## config.mk

```make
export PLATFORM = sky130hd
export DESIGN_NAME = nvram_upload_ctrl_flat
export DESIGN_NICKNAME = d
export VERILOG_FILES = /design/src/rtl/nvram_upload_ctrl_if.sv /design/src/rtl/nvram_upload_ctrl.sv /design/src/flat_wrapper.sv
export SDC_FILE = /design/constraint.sdc
export NUM_CORES = 1
export LEC_CHECK = 0
export BUFFER_PORTS_ARGS = -buffer_cell sky130_fd_sc_hd__buf_2
export CAP_MARGIN = 20
export CORE_MARGIN = 2
export CORE_UTILIZATION = 48
export CTS_BUF_LIST = sky130_fd_sc_hd__clkbuf_16
export DETAILED_ROUTE_END_ITERATION = 7
export PLACE_DENSITY = 0.83
export SLEW_MARGIN = 5
export SYNTH_ARGS = -nofsm -noshare
export SYNTH_HDL_FRONTEND = slang
export SYNTH_SLANG_ARGS = --single-unit
```

## constraint.sdc

```tcl
create_clock -name clk_sys -period 3.45 [get_ports clk_sys]
set_input_delay 0.1725 -clock clk_sys [delete_from_list [all_inputs] [get_ports clk_sys]]
set_output_delay 0.1725 -clock clk_sys [all_outputs]
set_load 0.01 [all_outputs]
```

## src/rtl/nvram_upload_ctrl_if.sv

```systemverilog
// Purpose: hps_io ioctl upload signals plus the NVRAM secondary read port, bundled as one bus.
// Latency: none; this is wiring only.
// Backpressure: the controller holds ioctl_wait high until ioctl_din is valid.
// Ports: ioctl_upload/index/addr/rd come from hps_io, ioctl_din/wait go back to it;
//        ram_addr/ram_rd go to williams_ram, ram_q comes back from it.
// master = hps_io + RAM side, slave = nvram_upload_ctrl.
interface nvram_upload_ctrl_if #(
  parameter int AW = 10
);
  logic          ioctl_upload;
  logic [7:0]    ioctl_index;
  logic [24:0]   ioctl_addr;
  logic          ioctl_rd;
  logic [7:0]    ioctl_din;
  logic          ioctl_wait;
  logic [AW-1:0] ram_addr;
  logic          ram_rd;
  logic [7:0]    ram_q;

  modport master (
    output ioctl_upload, ioctl_index, ioctl_addr, ioctl_rd, ram_q,
    input  ioctl_din, ioctl_wait, ram_addr, ram_rd
  );

  modport slave (
    input  ioctl_upload, ioctl_index, ioctl_addr, ioctl_rd, ram_q,
    output ioctl_din, ioctl_wait, ram_addr, ram_rd
  );
endinterface

```

## src/rtl/nvram_upload_ctrl.sv

```systemverilog
// Purpose: serves hps_io NVRAM uploads from williams_ram and tracks whether NVRAM changed since the last full save.
// Latency: ioctl_rd at T -> ram_rd at T+1 -> ioctl_din valid at T+2+RD_LAT; out-of-range reads answer 8'hFF at T+2.
// Backpressure: ioctl_wait is held high from T+1 until ioctl_din is valid; strobes arriving while busy are dropped.
// Ports: clk_sys, reset_n (synchronous, active-low); bus (slave): ioctl_* to hps_io, ram_* to the RAM read port;
//        cpu_nv_wr: CPU NVRAM write strobe; nvram_dirty: unsaved changes exist; busy: FSM not idle.
// RD_LAT must lie in 1..4.
module nvram_upload_ctrl #(
  parameter int AW     = 10,
  parameter int RD_LAT = 1,
  parameter int INDEX  = 4
) (
  input  logic                clk_sys,
  input  logic                reset_n,
  nvram_upload_ctrl_if.slave  bus,
  input  logic                cpu_nv_wr,
  output logic                nvram_dirty,
  output logic                busy
);

  typedef enum logic [1:0] {
    IDLE  = 2'd0,
    FETCH = 2'd1,
    OOR   = 2'd2
  } state_e;

  state_e        state_q, state_d;
  logic [2:0]    cnt_q, cnt_d;
  logic [7:0]    din_q, din_d;
  logic          wait_q, wait_d;
  logic [AW-1:0] ram_addr_q, ram_addr_d;
  logic          ram_rd_q, ram_rd_d;
  logic          dirty_q, dirty_d;
  logic          wr_during_q, wr_during_d;
  logic          last_seen_q, last_seen_d;
  logic          active_q;

  logic          active;
  logic          active_rise;
  logic          active_fall;
  logic          in_range;

  assign active      = bus.ioctl_upload & (bus.ioctl_index == 8'(INDEX));
  assign active_rise = active & ~active_q;
  assign active_fall = ~active & active_q;
  // Any set bit above the image size means the address lies past the end of NVRAM.
  assign in_range    = (bus.ioctl_addr[24:AW] == '0);

  always_ff @(posedge clk_sys) begin
    if (!reset_n) begin
      state_q     <= IDLE;
      cnt_q       <= '0;
      din_q       <= '0;
      wait_q      <= 1'b0;
      ram_addr_q  <= '0;
      ram_rd_q    <= 1'b0;
      dirty_q     <= 1'b0;
      wr_during_q <= 1'b0;
      last_seen_q <= 1'b0;
      active_q    <= 1'b0;
    end else begin
      state_q     <= state_d;
      cnt_q       <= cnt_d;
      din_q       <= din_d;
      wait_q      <= wait_d;
      ram_addr_q  <= ram_addr_d;
      ram_rd_q    <= ram_rd_d;
      dirty_q     <= dirty_d;
      wr_during_q <= wr_during_d;
      last_seen_q <= last_seen_d;
      active_q    <= active;
    end
  end

  always_comb begin
    state_d     = state_q;
    cnt_d       = cnt_q;
    din_d       = din_q;
    wait_d      = wait_q;
    ram_addr_d  = ram_addr_q;
    ram_rd_d    = 1'b0;
    dirty_d     = dirty_q;
    wr_during_d = wr_during_q;
    last_seen_d = last_seen_q;

    case (state_q)
      IDLE: begin
        if (bus.ioctl_rd && active) begin
          wait_d = 1'b1;
          if (in_range) begin
            ram_addr_d = bus.ioctl_addr[AW-1:0];
            ram_rd_d   = 1'b1;
            cnt_d      = 3'(RD_LAT);
            state_d    = FETCH;
          end else begin
            state_d = OOR;
          end
        end
      end

      FETCH: begin
        // Abort leaves ioctl_din untouched so hps_io never sees a torn byte.
        if (!active) begin
          wait_d  = 1'b0;
          state_d = IDLE;
        end else if (cnt_q == 3'd0) begin
          din_d   = bus.ram_q;
          wait_d  = 1'b0;
          state_d = IDLE;
          if (&ram_addr_q) begin
            last_seen_d = 1'b1;
          end
        end else begin
          cnt_d = cnt_q - 3'd1;
        end
      end

      OOR: begin
        if (!active) begin
          wait_d  = 1'b0;
          state_d = IDLE;
        end else begin
          din_d       = 8'hFF;
          wait_d      = 1'b0;
          last_seen_d = 1'b1;
          state_d     = IDLE;
        end
      end

      default: begin
        wait_d  = 1'b0;
        state_d = IDLE;
      end
    endcase

    // A new upload session starts with a clean record. The FSM cannot set
    // last_seen on a rising edge because it needs active in the prior cycle.
    if (active_rise) begin
      wr_during_d = 1'b0;
      last_seen_d = 1'b0;
    end
    if (cpu_nv_wr && active) begin
      wr_during_d = 1'b1;
    end

    // Only a session that reached the end of the image with no CPU writes
    // counts as a complete save; a write in the clearing cycle still wins.
    if (active_fall && last_seen_q && !wr_during_q) begin
      dirty_d = 1'b0;
    end
    if (cpu_nv_wr) begin
      dirty_d = 1'b1;
    end
  end

  assign bus.ioctl_din  = din_q;
  assign bus.ioctl_wait = wait_q;
  assign bus.ram_addr   = ram_addr_q;
  assign bus.ram_rd     = ram_rd_q;
  assign nvram_dirty    = dirty_q;
  assign busy           = (state_q != IDLE);

endmodule
```

## src/flat_wrapper.sv

```systemverilog
// flat-port wrapper written by rule: the top's interface ports become plain ports
module nvram_upload_ctrl_flat 
#(
  parameter int AW     = 10,
  parameter int RD_LAT = 1,
  parameter int INDEX  = 4
)
  (clk_sys, reset_n, cpu_nv_wr, nvram_dirty, busy, bus_ioctl_upload, bus_ioctl_index, bus_ioctl_addr, bus_ioctl_rd, bus_ram_q, bus_ioctl_din, bus_ioctl_wait, bus_ram_addr, bus_ram_rd);
  nvram_upload_ctrl_if #(.AW(AW)) bus_i ();
  input  logic clk_sys;
  input  logic reset_n;
  input  logic cpu_nv_wr;
  output logic nvram_dirty;
  output logic busy;
  input wire logic [$bits(bus_i.ioctl_upload)-1:0] bus_ioctl_upload;
  input wire logic [$bits(bus_i.ioctl_index)-1:0] bus_ioctl_index;
  input wire logic [$bits(bus_i.ioctl_addr)-1:0] bus_ioctl_addr;
  input wire logic [$bits(bus_i.ioctl_rd)-1:0] bus_ioctl_rd;
  input wire logic [$bits(bus_i.ram_q)-1:0] bus_ram_q;
  output wire logic [$bits(bus_i.ioctl_din)-1:0] bus_ioctl_din;
  output wire logic [$bits(bus_i.ioctl_wait)-1:0] bus_ioctl_wait;
  output wire logic [$bits(bus_i.ram_addr)-1:0] bus_ram_addr;
  output wire logic [$bits(bus_i.ram_rd)-1:0] bus_ram_rd;
  assign bus_i.ioctl_upload = bus_ioctl_upload;
  assign bus_i.ioctl_index = bus_ioctl_index;
  assign bus_i.ioctl_addr = bus_ioctl_addr;
  assign bus_i.ioctl_rd = bus_ioctl_rd;
  assign bus_i.ram_q = bus_ram_q;
  assign bus_ioctl_din = bus_i.ioctl_din;
  assign bus_ioctl_wait = bus_i.ioctl_wait;
  assign bus_ram_addr = bus_i.ram_addr;
  assign bus_ram_rd = bus_i.ram_rd;
  nvram_upload_ctrl #(.AW(AW), .RD_LAT(RD_LAT), .INDEX(INDEX)) u_core (.clk_sys(clk_sys), .reset_n(reset_n), .bus(bus_i), .cpu_nv_wr(cpu_nv_wr), .nvram_dirty(nvram_dirty), .busy(busy));
endmodule
```

== Yosys cells after proc, flatten, opt, wreduce, memory -nomap -nowiden ==
Index checks and enable logic that the tools add are counted.

* Bits in registers: 29
* Input port bits: 46
* Output and inout port bits: 22
* Word-level logic and storage cells: 77

* $add $sub $neg: 1
* Equality and inequality tests: 11
* Mux-type cells: 28
* Bitwise logic cells: 6
* Reduce and logical (&&, ||, !) cells: 21

{| class="wikitable"
|+ Operator list
! kind !! number
|-
| $mux 8 || 3
|-
| $pmux 8 s2 || 1
|-
| $logic_not 15->1 || 1
|-
| $mux 1 || 12
|-
| $mux 3 || 4
|-
| $ne 2x1->1 const B || 6
|-
| $reduce_and 10->1 || 1
|-
| $reduce_and 5->1 || 2
|-
| $reduce_bool 2->1 || 5
|-
| $eq 8x3->1 const B || 1
|-
| $mux 2 || 4
|-
| $pmux 3 s2 || 1
|-
| $reduce_and 3->1 || 2
|-
| $logic_and 1x1->1 || 4
|-
| $pmux 1 s2 || 2
|-
| $pmux 2 s2 || 1
|-
| $reduce_and 4->1 || 1
|-
| $and 1x1->1 || 3
|-
| $logic_not 3->1 || 1
|-
| $ne 3x3->1 const B || 1
|-
| $not 1->1 || 3
|-
| $sub 3x1->3 const B || 1
|-
| $eq 2x1->1 const B || 1
|-
| $eq 2x2->1 const B || 1
|-
| 5 further kinds || 5
|}

== Longest topological paths before layout ==
Gate-level depths: netlist (run 1).

* Word-level depth: 8
* Depth in mapped cells: 8
* Depth with buffers taken out: 7

== Least setup slack after synthesis (run 1) ==
OpenSTA, ideal clock, no wires.

* Path kind: input to register
* From: in bus_ioctl_index[4]
* To: reg u_core.cnt_q[0]
* Library setup time: 0.071 ns
* Arrival: 1.929 ns
* Required time: 3.379 ns
* Setup slack: 1.451 ns
* Cell stages on the path: 5
* Buffers on the path: 0
* Path through: or4b_4 or4b_4 or2_0 or3_1 a21oi_1

* Cells in the longest elaborated chain, start to end: 5
* Elaborated cells on any way between the ends: 6

{| class="wikitable"
|+ Ends and longest elaborated chain
! element !! RTL line !! text
|-
| start: declaration || flat_wrapper.sv:16 || <nowiki>input wire logic [$bits(bus_i.ioctl_index)-1:0] bus_ioctl_index;</nowiki>
|-
| $eq 8x3->1 (*) || nvram_upload_ctrl.sv:42 || <nowiki>assign active = bus.ioctl_upload & (bus.ioctl_index == 8'(INDEX));</nowiki>
|-
| $and 1x1->1 (*) || nvram_upload_ctrl.sv:42 ||
|-
| $logic_and 1x1->1 || nvram_upload_ctrl.sv:87 || <nowiki>if (bus.ioctl_rd && active) begin</nowiki>
|-
| $ne 2x1->1 (no source line) || n/a ||
|-
| $reduce_and 5->1 (no source line) (*) || n/a ||
|-
| end signal: assignment || nvram_upload_ctrl.sv:62 || <nowiki>cnt_q <= cnt_d;</nowiki>
|-
| end: declaration || nvram_upload_ctrl.sv:27 || <nowiki>logic [2:0] cnt_q, cnt_d;</nowiki>
|}

Mark *: on every way between the ends. The rest lies on a longest branch, timed or not.
A chain may end at the register's enable or synchronous reset.

== Worst setup path after layout (run 1) ==
* From: reg u_core.state_q[0]
* To: reg u_core.din_q[3], in the netlist u_core.bus.ioctl_din[3]

* Cells in the longest elaborated chain, start to end: 3
* Elaborated cells on any way between the ends: 8

{| class="wikitable"
|+ Ends and longest elaborated chain
! element !! RTL line !! text
|-
| start: declaration || nvram_upload_ctrl.sv:26 || <nowiki>state_e state_q, state_d;</nowiki>
|-
| start signal: assignment || nvram_upload_ctrl.sv:61 || <nowiki>state_q <= state_d;</nowiki>
|-
| $eq 2x2->1 / $eq 2x1->1 (equally long branches) || nvram_upload_ctrl.sv:85 || <nowiki>case (state_q)</nowiki>
|-
| $ne 2x1->1 (no source line) / $reduce_bool 2->1 (equally long branches) || n/a ||
|-
| $reduce_and 4->1 (no source line) || n/a ||
|-
| end signal: assignment || nvram_upload_ctrl.sv:63 || <nowiki>din_q <= din_d;</nowiki>
|-
| end: declaration || nvram_upload_ctrl.sv:28 || <nowiki>logic [7:0] din_q, din_d;</nowiki>
|}

Several ways; a longest one is shown, not always the timed one.

==> results of run 1 <==
-- state kept, by name (all words and copies together), names as in the netlist --
signal / cells
u_core.active_q: 1
u_core.bus.ioctl_din: 8
u_core.bus.ioctl_wait: 1
u_core.bus.ram_addr: 10
u_core.bus.ram_rd: 1
u_core.cnt_q: 3
u_core.last_seen_q: 1
u_core.nvram_dirty: 1
u_core.state_q: 2
u_core.wr_during_q: 1
-- logic make-up after synthesis --
| family | count (synthesis) | synth area share [%] |
|---|---|---|
| buffers and inverters | 14 | 3.86 |
| and+or+nand+nor | 70 | 29.4 |
| DFF | 29 | 42.6 |
| muxes | 10 | 7.35 |
| AOI/OAI and AO/OA | 30 | 12.1 |
| adders and majority gates | 5 | 4.60 |
-- routing by layer --
layer  GRT usage (%)  share of wire (%)
met1            25.2                 43
met4            5.98               0.46
met5               0                  0
met2            37.4                 51
met3            7.94                5.3
-- power breakdown --
part	leakage, nW	total [mW]	switching, mW	internal, mW
Combinational	0.588	0.0406	0.0180	0.0225
Sequential	0.234	0.337	0.000455	0.337
Clock	0.0748	0.395	0.135	0.260
Total	0.897	0.773	0.153	0.619
-- worst max-delay path by stage --
stage,startpoint,to,slack [ps],cells after the start
finish,u_core.state_q[0],u_core.bus.ioctl_din[3],1380,7
global route,u_core.state_q[0],u_core.bus.ioctl_din[6],1160,7
CTS,u_core.state_q[0],u_core.bus.ioctl_din[7],1400,7
detailed placement,bus_ioctl_index[4],u_core.cnt_q[0],1260,6
global placement,bus_ioctl_index[4],u_core.cnt_q[2],1260,6
floorplan,bus_ioctl_index[4],u_core.cnt_q[0],1450,5
-- area by class of cell --
cell class | count | area, um^2 | area share [%]
flip-flops and latches | 29 | 581 | 31.4
clock buffers | 5 | 125 | 6.76
well taps | 31 | 38.8 | 2.09
multi-input cells | 115 | 728 | 39.3
clock inverters | 3 | 13.8 | 0.743
repair buffers | 67 | 335 | 18.1
inverters | 8 | 30.0 | 1.62
-- worst register-to-register path: stages, from the launching register on --
cell	delay [ps]
dfxtp_1	310
inv_1	90
ha_1	350
inv_1	100
o21ai_1	500
nand2_1	310
nor3_1	200
nor3_1	60
-- cell usage in the layout, fill, tap and decap left out, types with 2 or more instances in the layout --
cell / n
buf_2: 67
dfxtp_1: 29
nor3_1: 17
a21oi_1: 17
nor2_1: 14
mux2i_1: 10
nand2_1: 10
inv_1: 8
o21ai_0: 8
nand4_1: 5
ha_1: 5
clkbuf_16: 5
nor4_1: 4
nand3_1: 3
and4_1: 2
nand2b_1: 2
or4_1: 2
or4b_4: 2
o31ai_1: 2
or3_1: 2
clkinv_2: 2
-- per-stage QoR --
step / cells / hold WS [ps] / worst slack, ps / util [%]
2_1_floorplan: 158 / 294 / 1450 / -
5_1_grt: 258 / 146 / 1160 / 67.7
4_1_cts: 258 / 135 / 1400 / 67.7
6_report: 258 / 138 / 1380 / 67.7
3_5_place_dp: 250 / 413 / 1260 / 62.7
3_3_place_gp: 250 / 403 / 1260 / 62.7
==> summary.md, run 1 <==
| Metric | Value |
|---|---|
| Top-area cell type share of the netlist area | around 43% |
| Diode count | 0 |
| Crit path max fanout | 9 |
| End of the worst hold path | u_core.bus.ram_addr[8] |
| Pre-Repair DR Iteration Count | 4 |
| Layout cell share with drive strength beyond 1 | 34.4% |
| Initial detailed-routing violation count | 29 |
| DP HPWL | roughly 2.5 mm |
| F_max | 0.484 GHz |
| Pwr/cell area | approximately 420 mW/mm^2 |
| Synth warnings | 0 |
| Post-Route WL | about 3.3 mm |
| First-pass GRT wire length | approximately 5.6 mm |
| Final Hold Viols | 0 |
| Crit Reg-Reg Startpoint | u_core.state_q[0] |
| CORE AREA | ~0.0027 mm^2 |
| Primary FF master, synth | dfxtp_1 |
| Chip height | 57.3 um |
| Layout area overhead | 36.0% |
| RSZ-0062 raised after global routing | false |
| Initial antenna violation count | 0 |
| Ys async rst share | 0% |
| Hold Crit Start | bus_ioctl_addr[8] |
| Register area share after synthesis | between 40% and 50% |
| R2R cell count | 7 |
| Clock-pin transition on the worst setup and hold timing paths | roughly 50 ps |
| Syn_area_per_cell | between 8 and 9 um^2 |
| Critical path data required time | approximately 3600 ps |
| Via density | approximately 5.4 |
| Post-synth top cells | dfxtp_1 (29), a21oi_1 (17), nor3_1 (17), nor2_1 (14) |
| Post-Syn Instances | 158 |
| Top-count cell post-synth | dfxtp_1 |
| Final Slew Violations | 0 |
| Hold Path Depth | 3 |
| TritonCTS Buffers | 5 |
| Slew Limit Headroom | about 53% |
| Post-DP Area | around 0.0017 mm^2 |
| Syn nets | approximately 210 |
| CTS tree | yes |
| Port Buf Inserts | 67 |
| Buffer count from post-CTS setup fixing | 0 |
| Top cells by area, synth | dfxtp_1 (43%), mux2i_1 (7.4%), a21oi_1 (6.3%) |
| Synthesized flop and latch total | 29 |
| Max clock buf depth | 2 |
| Critical path startpoint category | flop |
| Critical path type | flop to flop |
| Final setup viols | 0 |
| Maximum vdd drop | between 400 and 500 uV |
| Final period utilization | 59.9% |
| Capturing point of the worst reg2reg path | u_core.bus.ioctl_din[3] |
| CP max stage delay | roughly 500 ps |
| Initial cell density of the core | 49.8% |
| H-Tree Depth | 2 |
| Worst-margin pin slew | between 600 and 700 ps |
| Global-route usage over all layers | 21.6% |
| Top-Level Pins | 68 |
| Total power draw | ~0.77 mW |
| Final #Nets | 277 |
| Die W | 57.3 um |
| Result of the run | finished clean |
| Buf/Inv on CP | 2 |
| Die area | between 0.003 and 0.004 mm^2 |
| Remaining DRCs | 0 |
| Post-layout min period | just over 2000 ps |
| Placer Congestion | approximately 0.74 |
| Critical Path End Type | flop |
| Reg2reg setup slack | 1380 ps |
| Leading area contributor after synthesis | dfxtp_1 |
| # Max-Cap Violations | 0 |
| Filler Cell Count | around 240 |
| GRT overflow | 0 |
| Post-synth EDFFs | 0 |
| Cts hold-fix bufs | 0 |
| Row cnt | 19 |
| Post_cts resized | 0 |
| Routed via count | 1395 |
| Data arrival, critical path | 2200 ps |
| Num Clock Sinks | 29 |
| Setup tns final | 0 ps |
| Post-layout instance area | 0.00185 mm^2 |
| Leak Pwr | between 0.8 and 0.9 nW |
| Antenna-violating nets left | 0 |
| Cell variety after synth | 31 |
| Avg WL per Cell | 12.7 um |
| Crit path cell chain | inv_1 > ha_1 > inv_1 > o21ai_1 > nand2_1 > nor3_1 > nor3_1 |
| CP max-delay cell | o21ai_1 |
| Mapped Area | 0.00136 mm^2 |
| Final clock skew | between 3 and 4 ps |
| Clock Tree Root | clkbuf_16 |
| Latest clock arrival within the worst-skew pair | between 200 and 300 ps |
| Hold crit path type | input pin to flop |
| Vias in the first global route | 1331 |
| Top delay family on crit path | simple AND/OR/NAND/NOR gates |
| Largest net degree at the start of global routing | 27 |
No activity file was read; power rests on OpenSTA's default activity.
==> run 2: changes to the inputs <==
CORE_UTILIZATION = 40   (was 48)
PLACE_DENSITY = 0.74   (was 0.83)
clock period = 1.9 ns   (was 3.45 ns; I/O delays follow)
==> run 2 against run 1 <==
  * Critical path depth decreased by 1
  * Total power grew 100%
  * Flip-flop and latch count unchanged
  * Clock power increased by 120%
  * Core utilization decreased by 8.3 points
  * Global-route usage is 2.4 points lower
  * Clock-buffer cell count stayed put
  * Wire length up 5.7%
  * Sequential share of layout area fell by 1.8 points
  * Non-clock buffer count increased by 10
  * Critical endpoint is now u_core.cnt_q[0]
  * Largest power group unchanged
==> summary.md, run 2 (same netlist as run 1, synthesis figures left out) <==
| Metric | Value |
|---|---|
| Cts hold-fix bufs | 0 |
| Avg WL per Cell | 12.2 um |
| # Max-Cap Violations | 0 |
| Pre-Repair DR Iteration Count | 4 |
| Pwr/cell area | approximately 790 mW/mm^2 |
| Data arrival, critical path | between 1500 and 2000 ps |
| Clock Tree Root | clkbuf_16 |
| Final period utilization | between 90 and 100% |
| TritonCTS Buffers | 5 |
| Post-Route WL | approximately 3.5 mm |
| DP HPWL | ~2.6 mm |
| H-Tree Depth | 2 |
| Final Slew Violations | 0 |
| Commonest non-fill, non-tap cell in the layout | buf_2 |
| Die W | just over 60 um |
| Routed via count | between 1000 and 1500 |
| Layout area overhead | 44.5% |
| Num Clock Sinks | 29 |
| Latest clock arrival within the worst-skew pair | 270 ps |
| Largest net degree at the start of global routing | 18 |
| Crit path max fanout | 2 |
| Post-layout instance area | between 0.0015 and 0.002 mm^2 |
| Final clock skew | a little over 4 ps |
| F_max | between 0.5 and 0.6 GHz |
| Via density | approximately 5.1 |
| Row cnt | 21 |
| Critical path type | input pin to flop |
| Maximum vdd drop | 516 uV |
| Fin cells | around 280 |
| Max clock buf depth | 2 |
| Diode count | 0 |
| Number of flip-flops in the largest register | 10 |
| Final #Nets | approximately 290 |
| Die area | about 0.004 mm^2 |
| Post-DP Area | about 0.0018 mm^2 |
| CP max stage delay | 530 ps |
| Post-layout min period | about 1800 ps |
| Initial cell density of the core | between 40% and 50% |
| Hold slack | 54.4 ps |
| First-pass GRT wire length | 6.02 mm |
| GRT overflow | 0 |
| Port Buf Inserts | 67 |
| CP max-delay cell | or4b_4 |
| Inst Count DP | around 280 |
| Critical path startpoint category | input pin |
| Final Hold Viols | 0 |
| Post_cts resized | 0 |
| Remaining DRCs | 0 |
| Slew Limit Headroom | between 70% and 80% |
| RSZ-0062 raised after global routing | false |
| Vias in the first global route | 1381 |
| Result of the run | finished clean |
| Most frequent cells in the layout | buf_2 (67), dfxtp_1 (29), nor3_1 (17), a21oi_1 (17), nor2_1 (14) |
| Crit path cell chain | buf_2 > or4b_4 > or4b_4 > or2_0 > or3_1 > a21oi_1 |
| Critical path data required time | roughly 2100 ps |
| Clock-pin transition on the worst setup and hold timing paths | around 50 ps |
| Buffer count from post-CTS setup fixing | 0 |
| Most used cell, CP | or4b_4 |
| Worst-margin pin slew | between 400 and 500 ps |
| Leak Pwr | about 0.95 nW |
| CORE AREA | approximately 0.0033 mm^2 |
| Placer Congestion | 0.800 |
| Filler Cell Count | approximately 330 |
| Chip height | approximately 62 um |
| Critical Path End Type | flop |
| Layout cell share with drive strength beyond 1 | a little under two fifths |
| Setup tns final | 0 ps |
| Initial detailed-routing violation count | 27 |
| Initial antenna violation count | 0 |
| CTS tree | yes |
| Global-route usage over all layers | between 10% and 20% |
| Final setup viols | 0 |
| Antenna-violating nets left | 0 |
| Top-Level Pins | 68 |
| Hold crit path type | input pin to flop |
run 2: cell count changes in the layout (fill, tap and decap cells not counted), sizes merged:
| cell | delta |
|---|---|
| clkinv | -1 |
| bufinv | +1 |
| inv | -1 |
| buf | +10 |
run 2: cell type report:
type / count / area, um^2 / share of cell area (%)
Multi-Input combinational cell: 115 / 728 / 37.0
Sequential cell: 29 / 581 / 29.5
Timing Repair Buffer: 77 / 410 / 20.9
Clock buffer: 5 / 125 / 6.36
Tap cell: 46 / 57.6 / 2.93
Clock inverter: 2 / 35.0 / 1.78
Inverter: 8 / 30.0 / 1.53
run 2: critical path, delay by kind of cell:
| family | cells | cell delay (ps) |
|---|---|---|
| simple gates | 4 | 1620 |
| compound gates | 1 | 130 |
| buf+inv | 1 | 110 |
run 2: per-stage QoR:
step                      utilization (%)  power [mW]  setup WS (ps)
after floorplan                         -       0.643          -2.04
after global placement               54.6       0.702           -109
after detailed placement             54.6       0.703           -122
after CTS                            59.4        1.57            147
after global routing                 59.4        1.60           32.3
final                                59.4        1.55            145
run 2: report_power, final:
part           internal [mW]  switching [mW]  leakage, nW
sequential             0.611        0.000753        0.234
clock                  0.606           0.254       0.0797
combinational         0.0445          0.0348        0.638
run 2: final timing paths:
check	start	end	slack, ps	cells after the start
min reg2reg	u_core.nvram_dirty	u_core.nvram_dirty	470	2
min	bus_ioctl_addr[2]	u_core.bus.ram_addr[2]	50	3
max	bus_ioctl_index[4]	u_core.cnt_q[0]	150	6
max reg2reg	u_core.state_q[1]	u_core.cnt_q[2]	180	6
run 2: per-layer routing:
metal	global-route usage [%]	part of all wire [%]
met4	10.3	2.4
met1	23.2	46
met3	4.89	5.4
met2	31.5	46
met5	0	0
==> run 3: changes to the inputs <==
CTS_BUF_LIST = unset   (was sky130_fd_sc_hd__clkbuf_16)
==> run 3 against run 2 <==
  * Final cell count rose by 3.5%
  * Flip-flop and latch count did not move
  * Via count rose by 1.4%
  * Setup slack improved by 26 ps
  * Fmax rose by 1.5%
  * Clock power fell by 43%
  * Clock-buffer cell count did not move
  * Global-route usage rose by 0.76 points
  * Critical endpoint is now u_core.cnt_q[2]
==> summary.md, run 3 (same netlist as run 1, synthesis figures left out) <==
| Metric | Value |
|---|---|
| Result of the run | finished clean |
| Number of flip-flops in the largest register | 10 |
| Critical Path End Type | flop |
| Capturing point of the worst reg2reg path | u_core.cnt_q[2] |
| Critical path startpoint category | flop |
| Place WS | -122 ps |
| Leak Pwr | around 0.95 nW |
| Final clock skew | roughly 6 ps |
| Worst-margin pin slew | about 390 ps |
| Pwr/cell area | 602 mW/mm^2 |
| End of the worst hold path | u_core.bus.ram_addr[3] |
| Clock-pin transition on the worst setup and hold timing paths | about 90 ps |
| Crit Reg-Reg Startpoint | u_core.state_q[1] |
| Die W | ~62 um |
| Hold crit path type | input pin to flop |
| GRT overflow | 0 |
| Final WS setup | around 170 ps |
| Reg2reg setup slack | about 170 ps |
| Placer Congestion | 0.800 |
| Buffer count from post-CTS setup fixing | 0 |
| Post_cts resized | 0 |
| Final period utilization | between 90 and 100% |
| Routed via count | roughly 1400 |
| First-pass GRT wire length | 6.22 mm |
| Final Slew Violations | 0 |
| Final setup viols | 0 |
| Critical path data required time | between 2000 and 2500 ps |
| Critical path type | flop to flop |
| Post-layout min period | roughly 1700 ps |
| # Max-Cap Violations | 0 |
| DP HPWL | 2.57 mm |
| RSZ-0062 raised after global routing | false |
| Post-Route WL | around 3.5 mm |
| Layout area overhead | 45.4% |
| Final Hold Viols | 0 |
| Global-route usage over all layers | approximately a fifth |
| Initial antenna violation count | 0 |
| CTS tree | yes |
| Die area | between 0.003 and 0.004 mm^2 |
| Largest net degree at the start of global routing | 18 |
| Initial cell density of the core | 41.1% |
| Hold slack | a little under 10 ps |
| Met3 WL | 203 um |
| Initial detailed-routing violation count | 24 |
| Diode count | 0 |
| Layout cell share with drive strength beyond 1 | between 30% and 40% |
| Met1 wire length | ~1.6 mm |
| Slew Limit Headroom | between 70 and 80% |
| Max clock buf depth | 2 |
| Clock Tree Root | clkbuf_4 |
| Top-Level Pins | between 60 and 70 |
| Maximum vdd drop | about 470 uV |
| Via density | 4.95 |
| Pre-Repair DR Iteration Count | 5 |
| Hold Crit Start | bus_ioctl_addr[3] |
| H-Tree Depth | 2 |
| Routed length on met2 | 1.68 mm |
| Setup tns final | 0 ps |
| Chip height | about 62 um |
| Port Buf Inserts | 67 |
| Final #Nets | 297 |
| Num Clock Sinks | 29 |
| Data arrival, critical path | about 2000 ps |
| Crit path max fanout | 8 |
| R2R cell count | 6 |
| Antenna-violating nets left | 0 |
| Row cnt | 21 |
| Remaining DRCs | 0 |
| Vias in the first global route | ~1400 |
| Most frequent cells in the layout | buf_2 (67), dfxtp_1 (29), nor3_1 (17), a21oi_1 (17), nor2_1 (14) |
| Avg WL per Cell | about 12 um |
| F_max | slightly below 0.6 GHz |
| TritonCTS Buffers | 5 |
| Hold Path Depth | 3 |
| Highest Signal Layer | met4 |
| CORE AREA | between 0.003 and 0.004 mm^2 |
| Latest clock arrival within the worst-skew pair | approximately 330 ps |
| Commonest non-fill, non-tap cell in the layout | buf_2 |
| Total power draw | between 1 and 1.5 mW |
## run 3: cell count changes in the layout (fill, tap and decap cells not counted)
cell           delta
dlygate4sd3_1    +10
clkbuf_4          +5
clkbuf_16         -5
## run 3: through the flow
step	area (um^2)	util (%)	cells
2_1_floorplan	1360	-	158
3_3_place_gp	1810	54.6	275
3_5_place_dp	1810	54.6	275
4_1_cts	1980	59.8	292
5_1_grt	1980	59.8	292
6_report	1980	59.8	292
## run 3: metal layers
metal / GRT usage [%] / up-vias
li1: - / 748
met1: 23.6 / 655
met2: 33.6 / 40
met3: 6.88 / 2
met4: 7.50 / 0
met5: 0 / -
## run 3: critical path: stages, from the launching register on
cell and delay [ps]:
dfxtp_1 380, inv_1 70, ha_1 270, inv_1 180, a21oi_1 110, or4b_1 520
a21oi_1 140
## run 3: worst max-delay path by stage
stage / slack [ps] / cells after the start / startpoint / end
6_report: 170 / 6 / u_core.state_q[1] / u_core.cnt_q[2]
2_1_floorplan: -2 / 5 / bus_ioctl_index[4] / u_core.cnt_q[0]
5_1_grt: 20 / 6 / u_core.state_q[1] / u_core.cnt_q[2]
3_5_place_dp: -120 / 6 / bus_ioctl_index[4] / u_core.cnt_q[0]
3_3_place_gp: -110 / 6 / bus_ioctl_index[4] / u_core.cnt_q[0]
4_1_cts: 190 / 6 / u_core.state_q[1] / u_core.cnt_q[2]
## run 3: layout make-up
cell class | count | area (um^2)
clock buffer | 5 | 37.5
clock inverter | 2 | 35.0
fill | 320 | 1330
inverter | 8 | 30.0
multi-input combinational | 115 | 728
sequential | 29 | 581
tap | 46 | 57.6
timing repair buffer | 87 | 510
## run 3: timing repair
| action | CTS | global route |
|---|---|---|
| hold buffers | 10 | 0 |
| setup endpoints to repair | 0 | 0 |
| hold endpoints to repair | 10 | 0 |
## run 3: where the power goes
group          switching [mW]  internal (mW)  leakage (nW)  total [mW]
clock network           0.220          0.268        0.0410       0.488
registers            0.000764          0.609         0.234       0.610
logic                  0.0374         0.0579         0.680      0.0953
total                   0.258          0.934         0.955        1.19
